[src/rtl/pi_pwm_drive.sv]
// pi_pwm_drive: integrates the PI controller's signed per-update delta into a
// saturated duty accumulator. The duty is turned into a fixed-frequency PWM
// and a direction bit for one H-bridge. New duty values are loaded only at
// period boundaries. A direction reversal holds the PWM low for whole dead
// periods before the new direction is driven.
module pi_pwm_drive #(
  parameter int PERIOD       = 3999,
  parameter int DUTY_MAX     = 3800,
  parameter int SHIFT        = 7,
  parameter int DEAD_PERIODS = 1
) (
  input  logic        clk,
  input  logic        rst,
  input  logic        enable,
  input  logic [31:0] delta,
  input  logic        clear,
  output logic        pwm,
  output logic        dir,
  output logic [15:0] duty,
  output logic        sat
);

  localparam int DW = $clog2(DEAD_PERIODS + 1);
  localparam logic [15:0]        CNT_TERM  = 16'(PERIOD);
  localparam logic signed [32:0] ACC_HI    = $signed(33'(DUTY_MAX));
  localparam logic signed [32:0] ACC_LO    = -ACC_HI;
  localparam logic [DW-1:0]      DEAD_INIT = DW'(DEAD_PERIODS);
  localparam logic [DW-1:0]      DEAD_ONE  = DW'(1);

  typedef enum logic {RUN, DEAD} state_t;

  logic signed [31:0] acc, acc_next;
  logic signed [31:0] delta_sh;
  logic signed [32:0] sum;
  logic               sat_next;
  logic [15:0]        cnt, cnt_next;
  logic               boundary;
  logic [15:0]        mag;
  logic               sgn;
  state_t             state_q, state_next;
  logic [DW-1:0]      dead_cnt, dead_next;
  logic [15:0]        duty_next;
  logic               dir_next;
  logic               pwm_next;

  // Accumulator update: clear wins over enable; the sum is one bit wider so
  // it cannot wrap before the clamp compares it.
  always_comb begin
    // NOTE: every always_comb output gets a default first so no path leaves
    // it unassigned and no latch is inferred.
    acc_next = acc;
    sat_next = sat;
    delta_sh = $signed(delta) >>> SHIFT;
    sum      = $signed({acc[31], acc}) + $signed({delta_sh[31], delta_sh});
    if (clear) begin
      acc_next = '0;
      sat_next = 1'b0;
    end else if (enable) begin
      if (sum > ACC_HI) begin
        acc_next = ACC_HI[31:0];
        sat_next = 1'b1;
      end else if (sum < ACC_LO) begin
        acc_next = ACC_LO[31:0];
        sat_next = 1'b1;
      end else begin
        acc_next = sum[31:0];
        sat_next = 1'b0;
      end
    end
  end

  // Free-running period counter and magnitude/sign of the current accumulator.
  // |acc| never exceeds DUTY_MAX, so the low 16 bits hold it exactly.
  always_comb begin
    boundary = (cnt == CNT_TERM);
    cnt_next = boundary ? 16'd0 : cnt + 16'd1;
    sgn      = acc[31];
    mag      = acc[31] ? 16'(-acc[15:0]) : acc[15:0];
  end

  // Direction/dead-time FSM, acting only at period boundaries, plus the next
  // PWM level computed from the duty that will be in force next cycle.
  always_comb begin
    state_next = state_q;
    dead_next  = dead_cnt;
    duty_next  = duty;
    dir_next   = dir;
    if (boundary) begin
      unique case (state_q)
        RUN: begin
          if (mag == 16'd0) begin
            duty_next = 16'd0;
          end else if (sgn == dir) begin
            duty_next = mag;
          end else begin
            duty_next  = 16'd0;
            dead_next  = DEAD_INIT;
            state_next = DEAD;
          end
        end
        DEAD: begin
          if (dead_cnt <= DEAD_ONE) begin
            dead_next  = '0;
            state_next = RUN;
            duty_next  = mag;
            if ((mag != 16'd0) && (sgn != dir)) dir_next = sgn;
          end else begin
            dead_next = dead_cnt - DEAD_ONE;
          end
        end
        default: state_next = RUN;
      endcase
    end
    pwm_next = (state_next == RUN) && (cnt_next < duty_next);
  end

  // State registers with synchronous active-high reset.
  always_ff @(posedge clk) begin
    // NOTE: state is assigned with <= so every register samples pre-edge
    // values regardless of statement order.
    if (rst) begin
      acc      <= '0;
      sat      <= 1'b0;
      cnt      <= '0;
      state_q  <= RUN;
      dead_cnt <= '0;
      duty     <= '0;
      dir      <= 1'b0;
      pwm      <= 1'b0;
    end else begin
      acc      <= acc_next;
      sat      <= sat_next;
      cnt      <= cnt_next;
      state_q  <= state_next;
      dead_cnt <= dead_next;
      duty     <= duty_next;
      dir      <= dir_next;
      pwm      <= pwm_next;
    end
  end

endmodule

[config.mk]
export PLATFORM = sky130hd
export DESIGN_NAME = pi_pwm_drive
export DESIGN_NICKNAME = d
export VERILOG_FILES = /design/src/rtl/pi_pwm_drive.sv
export SDC_FILE = /design/constraint.sdc
export NUM_CORES = 1
export LEC_CHECK = 0
export CAP_MARGIN = 20
export CORE_MARGIN = 8
export CORE_UTILIZATION = 60
export CTS_BUF_LIST = sky130_fd_sc_hd__clkbuf_16
export DETAILED_ROUTE_END_ITERATION = 8
export PLACE_DENSITY_LB_ADDON = 0.25
export SLEW_MARGIN = 0
export SYNTH_ARGS = -nofsm -noshare
export SYNTH_HDL_FRONTEND = slang
export SYNTH_SLANG_ARGS = --single-unit
[constraint.sdc]
create_clock -name clk -period 7.8 [get_ports clk]
set_input_delay 1.56 -clock clk [delete_from_list [all_inputs] [get_ports clk]]
set_output_delay 1.56 -clock clk [all_outputs]
set_load 0.05 [all_outputs]
==> After elaboration in Yosys (flattened, before gate mapping) <==
Index checks and enable logic that the tools add are counted.
W data, S select, Z words.
{ "classes": {"n_eq_ne": 5, "reduce_logical": 7, "n_mux": 20, "bitwise_logic": 2, "add_sub_neg": 4, "n_lt_le_gt_ge": 4} }
{ "ops": {"columns": ["cell", "count"], "rows": [
  ["$mux W16", 6],
  ["$mux W32", 2],
  ["$add A32 B25 Y33", 1],
  ["$gt A33 B13 Y1 const B", 1],
  ["$lt A33 B13 Y1 const B", 1],
  ["$pmux W16 S2", 1],
  ["$add A16 B1 Y16 const B", 1],
  ["$eq A16 B12 Y1 const B", 1],
  ["$logic_not A16 Y1", 1],
  ["$lt A16 B16 Y1", 1],
  ["$neg A16 Y16", 1],
  ["$reduce_bool A16 Y1", 1],
  ["$mux W1", 9],
  ["$ne A2 B2 Y1 const B", 2],
  ["$pmux W1 S2", 2],
  ["$reduce_and A4 Y1", 1],
  ["$reduce_and A3 Y1", 1],
  ["$logic_and A1 B1 Y1", 2],
  ["$not A1 Y1", 2],
  ["$reduce_or A2 Y1", 1],
  ["$eq A1 B1 Y1", 1],
  ["$le A1 B1 Y1 const B", 1],
  ["$ne A1 B1 Y1", 1],
  ["$sub A1 B1 Y1 const B", 1]
]} }
{ "totals": {"elab_cells": 50, "register_bits": 69, "output_inout_bits": 19, "in_bits": 36} }

==> Longest topological paths before layout <==
Gate-level depths: netlist of the first run.
{ "depth": {"word_depth": 8, "mapped_depth": 23, "ltp_nobuf": 22} }

==> Worst setup path after synthesis of the first run <==
OpenSTA, ideal clock, no wires.
{ "synth_timing": {"path_kind": "input -> register", "start": "in delta[7]", "end": "reg acc[3]", "arrival_time_ns": 5.048, "setup_slack_ns": 2.634, "cell_stages": 12, "cell_sequence": "ha_1 > fa_1 > a21o_1 > a221o_1 > a211oi_4 > o31ai_1 > or4b_4 > or3_1 > or4_4 > nor4_4 > o21ai_2 > o221a_1"} }
{ "synth_between": {"elab_chain_cells": 4, "word_cells_on_any_way": 5} }
{ "synth_lines": {"columns": ["element", "line", "source"], "rows": [
  ["start: declaration", "15", "input logic [31:0] delta,"],
  ["$add A32 B25 Y33 *", "54", "sum = $signed({acc[31], acc}) + $signed({delta_sh[31], delta_sh});"],
  ["$lt A33 B13 Y1", "62", "end else if (sum < ACC_LO) begin"],
  ["$mux W32", "62", null],
  ["$mux W32 *", "59", "if (sum > ACC_HI) begin"],
  ["end signal: assignment", "131", "acc <= acc_next;"],
  ["end: declaration", "32", "logic signed [31:0] acc, acc_next;"]
]} }
Mark *: on every way between the ends. The rest lies on a longest branch, timed or not.
A chain may end at the register's enable or synchronous reset.

==> Final worst setup path of the first run <==
Same ends and word-level chain as after synthesis.

==> impl_metrics.yaml, run 1 <==
run_status:
  status: "finished clean"
logic_synthesis:
  synth_fp_nets: 807
  synth_seq_area_share_pct: 24.6
  synth_cells: 721
  synth_edf_count: 0
  ys.flop_type: "dfxtp_1"
  ys_seq_elements: 68
  avgSynthCellArea_sq_um: 7.67
  yosys_warnings: 0
  synthArstFlopShare_pct: 0
  synthesis.area_sq_um: 5530
  synth_cell_types: 77
setup_path:
  cp_max_fo: 9
  reg2regPathDepth: 19
  start_kind: "primary input"
  cp_num_buf_inv: 1
  worstSetupPathType: "primary input to flip-flop"
  critPathMaxStageDelay_ns: 0.53
  end_kind: "flip-flop"
  critPathSlowestCell: "or4b_4"
  cp.required_ns: 8.01
  crit_cells: 13
  critical_path.top_delay_family: "simple AND/OR/NAND/NOR gates"
  worstPathCellList: "clkdlybuf4s50_1 -> ha_1 -> fa_1 -> a21o_1 -> a221o_1 -> a211oi_4 -> o31ai_1 -> or4b_4 -> or3_1 -> or4_4 -> nor4_4 -> o21ai_2 -> o221a_1"
  arrival_ns: 5.90
clocking:
  post_cts_buffers: 0
  cts_made_buffers: 9
  root_buffer: "clkbuf_16"
  cts_tree: "done"
  clkTransAtPathRegs_ns: 0.06
  cts_resized: 0
  clock_latency_ns: 0.32
  htreeDepth: 3
  ctsHoldBuffers: 0
  clock-sinks: 68
  cts_max_path_buffers: 2
flow_run:
  cap_violations: 0
floorplanning:
  start_util_pct: 60.7
  core_sq_um: 9110
  io_pins: 55
  die_h_um: 112
  die-width_um: 112
  dieArea_sq_um: 12500
  rows: 35
detailed_routing:
  wire_per_inst_um: 18.1
  via_count: 5617
  wl_mm: 15.6
  drc_errors: 0
  ant_nets: 0
  drt_first_iter_violations: 391
  vias_per_cell: 6.50
  dr.pass1.iters: 5
grt:
  grt_pass1_vias: 5285
  antenna_found_initial: 0
  grt-ovfl-total: 0
  grt_pass1_wl_mm: 25.8
  grt_use_total_pct: 24.6
  grt_max_degree: 38
timing:
  clock_skew_ns: 0.00949
  relSlewSlack_pct: 30.7
  tns_ns: 0
  worstMarginPinSlew_ns: 1.03
  timing.final.ws_setup_ns: 2.11
  setup_viol: 0
  fmax_mhz: 176
  finalCriticalPeriod_ns: 5.69
  hold_violations: 0
  fin_crit_sh_pct: 72.9
  rsz0062_at_grt: "false"
  maxSlewViolCount: 0
place:
  dp_slack_ns: 1.82
  placedCellCount: 848
  io_buffers: 47
  postPlaceCellArea_sq_um: 5990
  dp_hpwl_mm: 12.2
  gp_congestion: 0.915
final_layout:
  nets: 834
  syn_to_final_growth_pct: 13.6
  antennaDiodeCount: 0
  finalInstanceArea_sq_um: 6290
  fin_cells: 864
  n_fill_cell: 769
  layout-drive-gt1-share_pct: 5.58
hold_path:
  min_path_cells: 2
  hp-class: "flip-flop to flip-flop"
power_and_ir_drop:
  p_leak_nw: 2.51
  p_per_area_nw_per_um2: 162
  peakVddDrop_mv: 0.125
## state kept, by name, summed over array words and instances, names as in the netlist
register and flops:
acc 32, cnt 16, duty 16, dir 1, pwm 1, sat 1
state_q 1
## metal layers
metal / GRT usage, % / up-vias / share of wire, %
met5: 0 / - / 0
met1: 28.7 / 2653 / 42
met4: 10.8 / 0 / 3.5
li1: - / 2723 / -
met3: 4.19 / 39 / 5.3
met2: 43.3 / 202 / 50
## placed cells by master, fill, tap and decap left out, types with 9 or more instances in the layout
cell type	count
a21oi_1	54
a22oi_1	13
clkbuf_16	9
clkdlybuf4s50_1	47
dfxtp_1	68
ha_1	49
inv_1	12
nand2_1	57
nand3_1	15
nand4_1	19
nor2_1	104
nor2b_1	11
nor3_1	28
o21ai_0	43
or3_1	12
xnor2_1	27
xor2_1	19
## tightest hold or removal path: cells and delay by family (launching register included)
kind / cells / cell delay, ns
simple gates: 2 / 0.11
flops: 1 / 0.33
## cells in the mapped netlist (5+ instances only)
| master | instances | area [sq um] |
|---|---|---|
| nor2_1 | 104 | 390 |
| dfxtp_1 | 68 | 1360 |
| nand2_1 | 57 | 214 |
| a21oi_1 | 54 | 270 |
| ha_1 | 49 | 613 |
| o21ai_0 | 43 | 215 |
| nor3_1 | 28 | 140 |
| clkbuf_1 | 27 | 101 |
| xnor2_1 | 27 | 236 |
| nand4_1 | 19 | 119 |
| xor2_1 | 19 | 166 |
| nand3_1 | 15 | 75.1 |
| a22oi_1 | 13 | 97.6 |
| or3_1 | 12 | 75.1 |
| inv_1 | 11 | 41.3 |
| nor2b_1 | 11 | 68.8 |
| a211oi_1 | 8 | 60.1 |
| a21o_1 | 8 | 60.1 |
| o211ai_1 | 8 | 60.1 |
| o21a_1 | 8 | 60.1 |
| o31ai_1 | 8 | 60.1 |
| o21bai_1 | 7 | 52.6 |
| a31oi_1 | 6 | 37.5 |
| and2_1 | 6 | 37.5 |
| or2_2 | 6 | 37.5 |
| and3_1 | 5 | 31.3 |
| buf_6 | 5 | 56.3 |
| nor4_1 | 5 | 31.3 |
## layout make-up
type                       count  area (sq um)  area share, %
clock buffer                   9           225           3.58
clock inverter                 7          67.6           1.07
inverter                      11          41.3          0.657
multi-input combinational    606          3950           62.7
sequential                    68          1360           21.7
tap                          111           139           2.21
timing repair buffer          52           508           8.08
## report_power, final
part | internal [mW] | total [mW] | switching (mW)
registers | 0.357 | 0.370 | 0.0122
logic | 0.104 | 0.255 | 0.150
clock network | 0.246 | 0.393 | 0.147
## cells by family after synthesis
kind of cell	after synthesis	share of synthesized area [%]
xor gates and xnor gates	46	7.28
adders and majority gates	50	11.4
DFF	68	24.6
buffers and inverters	47	4.09
muxes	5	0.950
AOI/OAI and AO/OA	211	25.4
and+or+nand+nor	294	26.3
## path summary, 6_finish.rpt
path	startpoint	to	slack, ns
worst max-delay path	delta[7]	acc[3]	2.11
worst min-delay path	acc[26]	acc[26]	0.47
worst max register to register	acc[6]	pwm	2.77
worst min register to register	acc[26]	acc[26]	0.47
## per-stage QoR
step                power (mW)  utilization (%)  hold slack, ns
finish                    1.02             69.0           0.469
global route              1.06             69.0           0.496
CTS                       1.02             69.0           0.476
detailed placement       0.625             65.8           0.461
global placement         0.618             65.8           0.449
floorplan                0.562                -           0.438
(Power assumes the default switching activity.)
==> run 2: changes to the inputs <==
--- a/config.mk
+++ b/config.mk
@@ -7,7 +7,7 @@
 export LEC_CHECK = 0
 export CAP_MARGIN = 20
 export CORE_MARGIN = 8
-export CORE_UTILIZATION = 60
+export CORE_UTILIZATION = 53
 export CTS_BUF_LIST = sky130_fd_sc_hd__clkbuf_16
 export DETAILED_ROUTE_END_ITERATION = 8
 export PLACE_DENSITY_LB_ADDON = 0.25
==> constraint.sdc (replaced) <==
create_clock -name clk -period 5 [get_ports clk]
set_input_delay 1 -clock clk [delete_from_list [all_inputs] [get_ports clk]]
set_output_delay 1 -clock clk [all_outputs]
set_load 0.05 [all_outputs]
==> impl_metrics.yaml, run 2 (same netlist as run 1, synthesis figures left out) <==
run_status:
  status: "finished clean"
clocking:
  post_cts_buffers: 0
  root_buffer: "clkbuf_16"
  cts_made_buffers: 9
  ctsHoldBuffers: 0
  cts_max_path_buffers: 2
  clock-sinks: 68
  clock_latency_ns: 0.34
  clkTransAtPathRegs_ns: 0.06
  cts_tree: "done"
  htreeDepth: 3
final_layout:
  syn_to_final_growth_pct: 19.6
  antennaDiodeCount: 0
  nets: 871
  layout-drive-gt1-share_pct: 10.4
  largest_reg_flops: 32
  final_core_util_pct: 64.7
  finalInstanceArea_sq_um: 6620
  most-common-layout-cells: "104 x nor2_1, 68 x dfxtp_1, 57 x nand2_1"
  reg.largest.list: "acc x32, cnt x16, duty x16"
  final_common_cell: "nor2_1"
  max_flop_register: "acc"
  n_fill_cell: 892
detailed_routing:
  via_count: 5634
  vias_per_cell: 6.08
  drc_errors: 0
  wire_per_inst_um: 17.1
  wl_mm: 15.8
  dr.pass1.iters: 6
  drt_first_iter_violations: 457
  ant_nets: 0
setup_path:
  reg2reg_slack_ns: 0.30
  r2r-start: "acc[1]"
  r2r_end: "pwm"
  arrival_ns: 5.02
  start_kind: "primary input"
  cp.required_ns: 5.26
  end_kind: "flip-flop"
  worstSetupPathType: "primary input to flip-flop"
  reg2regPathDepth: 20
  cp_max_fo: 7
timing:
  setup_viol: 0
  clock_skew_ns: 0.0130
  relSlewSlack_pct: 52.0
  hold_violations: 0
  maxSlewViolCount: 0
  worstMarginPinSlew_ns: 0.718
  finalCriticalPeriod_ns: 4.76
  rsz0062_at_grt: "false"
  fmax_mhz: 210
  fin_crit_sh_pct: 95.2
floorplanning:
  io_pins: 55
  start_util_pct: 54.1
  core_sq_um: 10200
  dieArea_sq_um: 14000
  die-width_um: 118
  die_h_um: 118
  rows: 37
hold_path:
  hp-class: "flip-flop to flip-flop"
  min_path_cells: 2
  whs_endpoint: "acc[28]"
  min_from: "acc[28]"
power_and_ir_drop:
  p_per_area_nw_per_um2: 248
  peakVddDrop_mv: 0.215
  report.power.total_mw: 1.64
  p_leak_nw: 2.69
place:
  io_buffers: 47
  postPlaceCellArea_sq_um: 6300
  gp_congestion: 0.868
  dp_hpwl_mm: 12.2
flow_run:
  cap_violations: 0
grt:
  grt_max_degree: 38
  grt_pass1_vias: 5504
  antenna_found_initial: 0
  grt_pass1_wl_mm: 26.6
  grt_use_total_pct: 22.5
  grt-ovfl-total: 0
run 2: where the power goes:
group,total (mW),internal (mW),switching (mW)
combinational,0.433,0.185,0.247
sequential,0.571,0.557,0.0135
clock,0.635,0.384,0.251
total,1.64,1.13,0.512
run 2: through the flow:
step / TNS [ns] / setup WS [ns] / instances / hold WS [ns]
final: 0 / 0.238 / 926 / 0.472
after CTS: 0 / 0.246 / 926 / 0.475
after floorplan: 0 / 0.394 / 721 / 0.438
after detailed placement: -0.511 / -0.0881 / 910 / 0.461
after global routing: 0 / 0.0502 / 926 / 0.498
after global placement: -0.319 / -0.0460 / 910 / 0.450
run 2: timing repair:
action	in CTS	in global routing
resized for setup	0	4
endpoints found under the setup margin	0	1
endpoints found under the hold margin	0	0
run 2: final cells by class:
type	count	area, sq um	share of cell area, %
inverter	11	41.3	0.624
timing repair buffer	89	786	11.9
multi-input combinational	606	3970	59.9
sequential	68	1360	20.6
clock buffer	9	225	3.40
tap	136	170	2.57
clock inverter	7	67.6	1.02
run 2: worst max path at each step:
stage / startpoint / to / slack, ns / depth (start not counted)
after floorplan: delta[7] / acc[3] / 0.39 / 12
after global placement: delta[7] / acc[6] / -0.05 / 15
after detailed placement: delta[7] / acc[1] / -0.09 / 15
after CTS: delta[7] / acc[1] / 0.25 / 15
after global routing: acc[1] / pwm / 0.05 / 20
final: delta[7] / acc[1] / 0.24 / 15
run 2: routing by layer:
layer	global-route usage, %	up-vias	share of wire (%)	wire length (um)
met5	0	-	0	0
met4	7.77	0	1.9	307
met3	4.33	27	5.4	858
met2	37.9	182	47	7460
met1	28.2	2629	46	7210
li1	-	2796	-	-
run 2: critical path: stages:
cell             delay, ns
clkdlybuf4s50_1       0.40
ha_1                  0.23
fa_1                  0.40
a21o_1                0.19
a221o_1               0.37
a211oi_4              0.27
o31ai_1               0.12
or4b_4                0.52
or3_1                 0.38
or4_4                 0.44
nor4_4                0.13
buf_4                 0.20
o21ai_2               0.08
buf_4                 0.14
o21ai_1               0.14
==> run 3: changes to the inputs <==
--- a/config.mk
+++ b/config.mk
@@ -7,7 +7,7 @@
 export LEC_CHECK = 0
 export CAP_MARGIN = 20
 export CORE_MARGIN = 8
-export CORE_UTILIZATION = 53
+export CORE_UTILIZATION = 58
 export CTS_BUF_LIST = sky130_fd_sc_hd__clkbuf_16
 export DETAILED_ROUTE_END_ITERATION = 8
 export PLACE_DENSITY_LB_ADDON = 0.25
==> constraint.sdc (replaced) <==
create_clock -name clk -period 4.93 [get_ports clk]
set_input_delay 0.986 -clock clk [delete_from_list [all_inputs] [get_ports clk]]
set_output_delay 0.986 -clock clk [all_outputs]
set_load 0.05 [all_outputs]
==> impl_metrics.yaml, run 3 (same netlist as run 1, synthesis figures left out) <==
setup_path:
  crit_path_start: "delta[11]"
  end_kind: "flip-flop"
  worstSetupPathType: "primary input to flip-flop"
  critical_path.top_delay_family: "simple AND/OR/NAND/NOR gates"
  critPathSlowestCell: "or4_4"
  arrival_ns: 5.05
  start_kind: "primary input"
  cp_max_fo: 6
  r2r-start: "acc[6]"
  worstPathCellList: "clkdlybuf4s50_1 -> ha_4 -> a21o_1 -> a221o_1 -> a211oi_4 -> o31ai_1 -> or4b_4 -> or3_1 -> or4_4 -> nor4_4 -> buf_4 -> o21bai_1 -> a22o_1"
  critPathMaxStageDelay_ns: 0.53
  cp.required_ns: 5.15
  cp_num_buf_inv: 2
floorplanning:
  dieArea_sq_um: 12900
  start_util_pct: 59.9
  die-width_um: 114
  core_sq_um: 9240
  die_h_um: 114
  rows: 35
  io_pins: 55
detailed_routing:
  dr.pass1.iters: 5
  ant_nets: 0
  drc_errors: 0
  wire_per_inst_um: 17.1
  via_count: 5707
  drt_first_iter_violations: 461
  wl_mm: 15.7
  vias_per_cell: 6.20
timing:
  clock_skew_ns: 0.00841
  tns_ns: 0
  hold_violations: 0
  finalCriticalPeriod_ns: 4.83
  fin_crit_sh_pct: 97.9
  rsz0062_at_grt: "true"
  maxSlewViolCount: 0
  hold_ws_ns: 0.469
  worstMarginPinSlew_ns: 0.800
  setup_viol: 0
  fmax_mhz: 207
  relSlewSlack_pct: 46.5
final_layout:
  syn_to_final_growth_pct: 20.6
  reg.largest.list: "acc x32, cnt x16, duty x16"
  largest_reg_flops: 32
  max_flop_register: "acc"
  most-common-layout-cells: "103 x nor2_1, 68 x dfxtp_1, 57 x nand2_1"
  finalInstanceArea_sq_um: 6670
  final_common_cell: "nor2_1"
  final_core_util_pct: 72.2
  antennaDiodeCount: 0
  nets: 873
  layout-drive-gt1-share_pct: 11.5
place:
  gp_congestion: 0.977
  postPlaceCellArea_sq_um: 6300
  io_buffers: 47
  dp_hpwl_mm: 12.1
clocking:
  clkTransAtPathRegs_ns: 0.06
  cts_tree: "done"
  root_buffer: "clkbuf_16"
  clock-sinks: 68
  cts_made_buffers: 9
  htreeDepth: 3
  cts_max_path_buffers: 2
  ctsHoldBuffers: 0
  clock_latency_ns: 0.33
grt:
  grt_pass1_vias: 5493
  grt_use_total_pct: 24.0
  antenna_found_initial: 0
  grt_max_degree: 38
  grt_pass1_wl_mm: 25.6
  grt-ovfl-total: 0
power_and_ir_drop:
  p_leak_nw: 2.72
  peakVddDrop_mv: 0.179
  p_per_area_nw_per_um2: 250
flow_run:
  cap_violations: 0
run_status:
  status: "finished clean"
hold_path:
  hp-class: "flip-flop to flip-flop"
  min_from: "acc[27]"
==> run 3: cell count changes in the layout (fill, tap and decap cells not counted), sizes merged <==
cell and delta:
buf +2, clkdlybuf4s50 -2, clkinv +1, clkinvlp -1, dlymetal6s2s +2
==> run 3: path summary, 6_finish.rpt <==
kind | slack [ns] | endpoint | depth (start not counted)
max reg2reg | 0.30 | pwm | 20
min | 0.47 | acc[27] | 2
min reg2reg | 0.47 | acc[27] | 2
max | 0.10 | acc[8] | 13
==> run 3: power by group <==
group / switching, mW / internal, mW
clock network: 0.256 / 0.390
logic: 0.249 / 0.191
registers: 0.0155 / 0.565
total: 0.520 / 1.15
==> run 3: tightest hold or removal path, stage by stage, from the launching register on <==
cell and delay [ns]:
dfxtp_1 0.33, nor2_1 0.04, nor2_1 0.06
==> run 3: routing by layer <==
layer	GRT usage, %	part of all wire (%)	vias to the layer above
li1	-	-	2794
met1	28.0	43	2672
met2	40.9	48	206
met3	6.44	7.0	35
met4	9.15	2.3	0
met5	0	0	-
==> run 3: repair_timing <==
item                                   4_1_cts  5_1_grt
setup endpoints to repair                    0        3
endpoints found under the hold margin        0        0
setup buffers                                0        1
gates resized for setup                      0       14
==> run 3: layout make-up <==
| class | instances | area (sq um) |
|---|---|---|
| clock buffers | 9 | 225 |
| clock inverters | 7 | 67.6 |
| fillers | 750 | 2570 |
| inverters | 11 | 41.3 |
| multi-input cells | 606 | 4010 |
| flip-flops and latches | 68 | 1360 |
| well taps | 129 | 161 |
| repair buffers | 91 | 806 |
==> run 3: metrics by stage <==
step / cells / worst slack, ns / power [mW]
2_1_floorplan: 721 / 0.338 / 0.889
3_3_place_gp: 904 / -0.191 / 0.998
3_5_place_dp: 904 / -0.264 / 1.01
4_1_cts: 920 / 0.0782 / 1.65
5_1_grt: 921 / -0.0117 / 1.74
6_report: 921 / 0.104 / 1.67
